$ cat src/rtl/gcd_sequencer.sv
`default_nettype none
// ============================================================================
// Module      : gcd_sequencer
// Description : Feeds operand pairs to the GCD core over its shared data bus
//               (A with a start pulse, then B), waits for completion with a
//               cycle timeout, and returns the result over valid/ready.
//               Zero operands bypass the core entirely.
// Revision    : 1.0 - initial release
// ============================================================================
module gcd_sequencer #(
  parameter int WIDTH   = 16,
  parameter int TIMEOUT = 1024
) (
  input  logic             clk,
  input  logic             rst_n,
  // operand pair intake
  input  logic             in_valid,
  output logic             in_ready,
  input  logic [WIDTH-1:0] a_in,
  input  logic [WIDTH-1:0] b_in,
  // core interface
  output logic             gcd_start,
  output logic [WIDTH-1:0] gcd_data,
  input  logic             gcd_done,
  input  logic [WIDTH-1:0] gcd_result,
  // result delivery
  output logic             out_valid,
  input  logic             out_ready,
  output logic [WIDTH-1:0] result,
  output logic             bypass,
  output logic             timeout
);

  // Timer spans 0..TIMEOUT-1 exactly; TIMEOUT >= 2 keeps the width >= 1.
  localparam int             TW           = $clog2(TIMEOUT);
  localparam logic [TW-1:0]  c_timer_last = TW'(TIMEOUT - 1);

  typedef enum logic [2:0] {
    S_IDLE   = 3'd0,
    S_LOAD_A = 3'd1,
    S_LOAD_B = 3'd2,
    S_WAIT   = 3'd3,
    S_HOLD   = 3'd4
  } state_t;

  state_t            r_state,     w_state_next;
  logic [WIDTH-1:0]  r_b,         w_b_next;
  logic [TW-1:0]     r_timer,     w_timer_next;
  logic              r_in_ready,  w_in_ready_next;
  logic              r_start,     w_start_next;
  logic [WIDTH-1:0]  r_data,      w_data_next;
  logic              r_out_valid, w_out_valid_next;
  logic [WIDTH-1:0]  r_result,    w_result_next;
  logic              r_bypass,    w_bypass_next;
  logic              r_timeout,   w_timeout_next;

  // Every output is a flop; the next-state logic below computes the value
  // each output must carry in the cycle after the coming edge.
  assign in_ready  = r_in_ready;
  assign gcd_start = r_start;
  assign gcd_data  = r_data;
  assign out_valid = r_out_valid;
  assign result    = r_result;
  assign bypass    = r_bypass;
  assign timeout   = r_timeout;

  // State and output registers; reset aborts any in-flight pair at once.
  always_ff @(posedge clk or negedge rst_n) begin
    if (!rst_n) begin
      r_state     <= S_IDLE;
      r_b         <= '0;
      r_timer     <= '0;
      r_in_ready  <= 1'b1;
      r_start     <= 1'b0;
      r_data      <= '0;
      r_out_valid <= 1'b0;
      r_result    <= '0;
      r_bypass    <= 1'b0;
      r_timeout   <= 1'b0;
    end else begin
      r_state     <= w_state_next;
      r_b         <= w_b_next;
      r_timer     <= w_timer_next;
      r_in_ready  <= w_in_ready_next;
      r_start     <= w_start_next;
      r_data      <= w_data_next;
      r_out_valid <= w_out_valid_next;
      r_result    <= w_result_next;
      r_bypass    <= w_bypass_next;
      r_timeout   <= w_timeout_next;
    end
  end

  // Next-state and next-output decode for the sequencing FSM.
  always_comb begin
    w_state_next     = r_state;
    w_b_next         = r_b;
    w_timer_next     = r_timer;
    w_in_ready_next  = r_in_ready;
    w_start_next     = 1'b0;
    w_data_next      = r_data;
    w_out_valid_next = r_out_valid;
    w_result_next    = r_result;
    w_bypass_next    = r_bypass;
    w_timeout_next   = r_timeout;

    case (r_state)
      S_IDLE: begin
        w_in_ready_next = 1'b1;
        if (in_valid && r_in_ready) begin
          w_b_next        = b_in;
          w_in_ready_next = 1'b0;
          if ((a_in == '0) || (b_in == '0)) begin
            // gcd(0,x)=x and gcd(0,0)=0; the core would never finish.
            w_result_next    = a_in | b_in;
            w_bypass_next    = 1'b1;
            w_timeout_next   = 1'b0;
            w_out_valid_next = 1'b1;
            w_data_next      = '0;
            w_state_next     = S_HOLD;
          end else begin
            // A goes on the bus together with the start pulse.
            w_start_next = 1'b1;
            w_data_next  = a_in;
            w_state_next = S_LOAD_A;
          end
        end
      end

      S_LOAD_A: begin
        // Core takes A on this edge; B follows on the bus next cycle.
        w_data_next  = r_b;
        w_state_next = S_LOAD_B;
      end

      S_LOAD_B: begin
        // Core takes B on this edge; WAIT starts with a fresh timer.
        w_timer_next = '0;
        w_state_next = S_WAIT;
      end

      S_WAIT: begin
        if (r_timer != c_timer_last) begin
          w_timer_next = r_timer + TW'(1);
        end
        // A completion on the boundary cycle takes priority over the abort.
        if (gcd_done) begin
          w_result_next    = gcd_result;
          w_out_valid_next = 1'b1;
          w_data_next      = '0;
          w_state_next     = S_HOLD;
        end else if (r_timer == c_timer_last) begin
          w_result_next    = '0;
          w_timeout_next   = 1'b1;
          w_out_valid_next = 1'b1;
          w_data_next      = '0;
          w_state_next     = S_HOLD;
        end
      end

      S_HOLD: begin
        if (out_ready) begin
          w_out_valid_next = 1'b0;
          w_bypass_next    = 1'b0;
          w_timeout_next   = 1'b0;
          w_in_ready_next  = 1'b1;
          w_state_next     = S_IDLE;
        end
      end

      default: begin
        w_in_ready_next  = 1'b1;
        w_data_next      = '0;
        w_out_valid_next = 1'b0;
        w_state_next     = S_IDLE;
      end
    endcase
  end

endmodule
`default_nettype wire
$ cat config.mk
export PLATFORM = sky130hd
export DESIGN_NAME = gcd_sequencer
export DESIGN_NICKNAME = d
export VERILOG_FILES = /design/src/rtl/gcd_sequencer.sv
export SDC_FILE = /design/constraint.sdc
export NUM_CORES = 1
export LEC_CHECK = 0
export BUFFER_PORTS_ARGS = -buffer_cell sky130_fd_sc_hd__buf_2
export CORE_ASPECT_RATIO = 0.75
export CORE_MARGIN = 1.5
export CORE_UTILIZATION = 30
export DETAILED_ROUTE_END_ITERATION = 6
export GPL_TIMING_DRIVEN = 0
export PLACE_DENSITY = 0.55
export SYNTH_ARGS = -nofsm -noshare
export SYNTH_HDL_FRONTEND = slang
export SYNTH_SLANG_ARGS = --single-unit
$ cat constraint.sdc
create_clock -name clk -period 2 [get_ports clk]
set_input_delay 0.1 -clock clk [delete_from_list [all_inputs] [get_ports clk]]
set_output_delay 0.1 -clock clk [all_outputs]
set_load 0.05 [all_outputs]
==> flow_metrics.env <==
export IMPL_endpoint_kind="flip-flop"
export IMPL_layout_commonest_cell="buf_2"
export IMPL_final_setup_tns_ns=0
export IMPL_switchingPower_mw=3.61
export IMPL_ir_drop_v=0.000836
export IMPL_postLayoutCellArea_sq_mm=0.00443
export IMPL_cp_max_fo=9
export IMPL_arrival_ns=2.13
export IMPL_fmax_mhz=521
export IMPL_dieWidth_microns=122
export IMPL_cp_required_ns=2.22
export IMPL_final_util_pct=42.9
export IMPL_slew_viol_final=0
export IMPL_numPortBuffers=88
export IMPL_clkTransAtPathRegs_ns=0.06
export IMPL_antenna_cells=0
export IMPL_final_cell_mix="buf_2, dfrtp_1, a21oi_1, nor2_1"
export IMPL_seqPwrFrac_pct=28.2
export IMPL_cts_htree_levels=3
export IMPL_dp_cells=530
export IMPL_route_vias_total=2839
export IMPL_synthDistinctLibCells=40
export IMPL_start_util_pct=31.0
export IMPL_grt_pass1_wl_mm=15.5
export IMPL_hp_class="in2reg"
export IMPL_startpoint_type="flip-flop"
export IMPL_syn_area_sq_mm=0.00321
export IMPL_syn_area_per_cell_sq_um=10.5
export IMPL_drive_gt1_share_pct=42.9
export IMPL_synth_edf_count=0
export IMPL_cts_path_max_buffers=2
export IMPL_cap_violations=0
export IMPL_cts_tree="yes"
export IMPL_drt_total_wl_mm=9.85
export IMPL_clockPowerShare_pct=23.7
export IMPL_grt_total_usage_pct=18.4
export IMPL_pwr_share_comb_pct=48.1
export IMPL_drc=0
export IMPL_hold_violations=0
export IMPL_synth_seq_cells=66
export IMPL_clock_root_buffer="clkbuf_16"
export IMPL_grt_remaining_overflow=0
export IMPL_core_rowCount=32
export IMPL_p_per_area_mw_per_mm2=1860
export IMPL_dpl_worst_slack_ns=-0.582
export IMPL_placed_area_sq_mm=0.00384
export IMPL_synth_nets=360
export IMPL_dieArea_sq_mm=0.0113
export IMPL_drtAntennaViolNets=0
export IMPL_grt_antenna_before_repair=0
export IMPL_clkLatencyLatePin_ns=0.33
export IMPL_synth_cells=306
export IMPL_core_sq_mm=0.0103
export IMPL_synth_flop_cell="dfrtp_1"
export IMPL_power_mw=8.23
export IMPL_finalSetupViolCount=0
export IMPL_maxSlewHeadroom_pct=42.9
export IMPL_worst_pin_slew_ns=0.856
export IMPL_grt_max_degree=67
export IMPL_p_leak_nw=2.02
export IMPL_io_pins=90
export IMPL_grt_pass1_vias=2724
export IMPL_p_int_mw=4.62
export IMPL_seq_area_frac_synth_pct=51.6
export IMPL_path_class="reg2reg"
export IMPL_vias_per_cell=5.09
export IMPL_cts_sinks=66
export IMPL_setup_slack_ns=0.0812
export IMPL_first_pass_iters=4
export IMPL_gp_congestion=0.833
export IMPL_period_minus_slack_ns=1.92
export IMPL_dp_hpwl_mm=7.03
export IMPL_fin_skew_ns=0.00623
export IMPL_min_period_over_period_pct=95.9
export IMPL_die_y_microns=92.5
export IMPL_outcome="finished clean"
export IMPL_fin_nets=471
export IMPL_numCtsBuffers=9
export IMPL_first_iter_violations=233
export IMPL_rsz0062_at_grt="true"
export IMPL_ys_async_sr_fraction_pct=100
export IMPL_routedWlPerCell_microns=17.6
export IMPL_whs_ns=0.0396
export IMPL_swShare_pct=43.9
export IMPL_fin_cells=558
export IMPL_syn2layout_area_growth_pct=38.3
export IMPL_synth_warnings=0
state kept, by name (all words and copies together) (netlist names):
name       count
result        16
r_b           16
timeout        1
in_ready       1
r_state        3
out_valid      1
gcd_data      16
r_timer       10
bypass         1
gcd_start      1
worst paths after layout:
check | startpoint | end | slack [ns] | cells past startpoint
max in group asynchronous | rst_n | r_state[2] | 0.99 | 2
min in group asynchronous | rst_n | r_timer[5] | 0.42 | 2
max reg2reg | r_state[1] | result[15] | 0.08 | 7
min | b_in[8] | r_b[8] | 0.04 | 2
min reg2reg | out_valid | out_valid | 0.47 | 1
max | r_state[1] | result[15] | 0.08 | 7
power by group through the flow:
stage	clock, mW	sequential [mW]	combinational [mW]
6_report	1.95	2.32	3.96
3_3_place_gp	0	2.31	3.69
2_1_floorplan	0	3.56	1.54
5_1_grt	2.04	2.41	4.24
4_1_cts	1.98	2.31	3.87
3_5_place_dp	0	2.32	3.73
critical path, stage by stage, from the launching register on:
cell and delay, ns:
dfrtp_1 0.32, buf_4 0.17, nand2_2 0.10, and3_1 0.22, a2111oi_4 0.33, buf_6 0.19
buf_8 0.15, mux2_4 0.31
kinds of logic (layout without fill, tap and decap cells):
kind of cell / after synthesis / in the layout / synth area share (%)
multiplexers: 32 / 32 / 12.3
AO/OA/AOI/OAI: 86 / 86 / 17.2
XOR/XNOR: 5 / 5 / 1.37
flip-flops: 66 / 66 / 51.6
AND/OR/NAND/NOR: 97 / 97 / 14.4
adder cells (fa/ha/maj): 1 / 1 / 0.390
buffers and inverters: 19 / 135 / 2.85
timing repair:
action | 4_1_cts | 5_1_grt
hold endpoints to repair | 65 | 0
resized for setup | 18 | 24
pin swaps | 4 | 2
hold buffers | 1 | 0
cloned | 1 | 0
setup endpoints to repair | 44 | 35
setup buffers | 11 | 1
synthesized netlist by cell type, types with 4 or more instances:
master | number | area [sq um]
mux2_4 | 9 | 135
nor2_1 | 47 | 176
a22oi_1 | 16 | 120
a21oi_1 | 50 | 250
a211oi_1 | 4 | 30.0
nand3_1 | 8 | 40.0
nand2_1 | 14 | 52.6
nor4_1 | 9 | 56.3
o21ai_0 | 6 | 30.0
dfrtp_1 | 65 | 1630
mux2_2 | 23 | 259
nand4_1 | 4 | 25.0
buf_2 | 4 | 20.0
clkbuf_1 | 10 | 37.5
layer usage:
layer	global-route usage [%]	part of all wire [%]
met2	25.0	42
met5	0	0
met4	6.30	1.5
met1	27.3	49
met3	5.23	7.2
final cells by class:
type	count	area, sq um
flip-flops and latches	66	1660
plain buffers	17	111
repair buffers	102	582
well taps	136	170
clock buffers	9	225
fillers	989	5900
multi-input cells	221	1540
clock inverters	7	141
(Power assumes the default switching activity.)
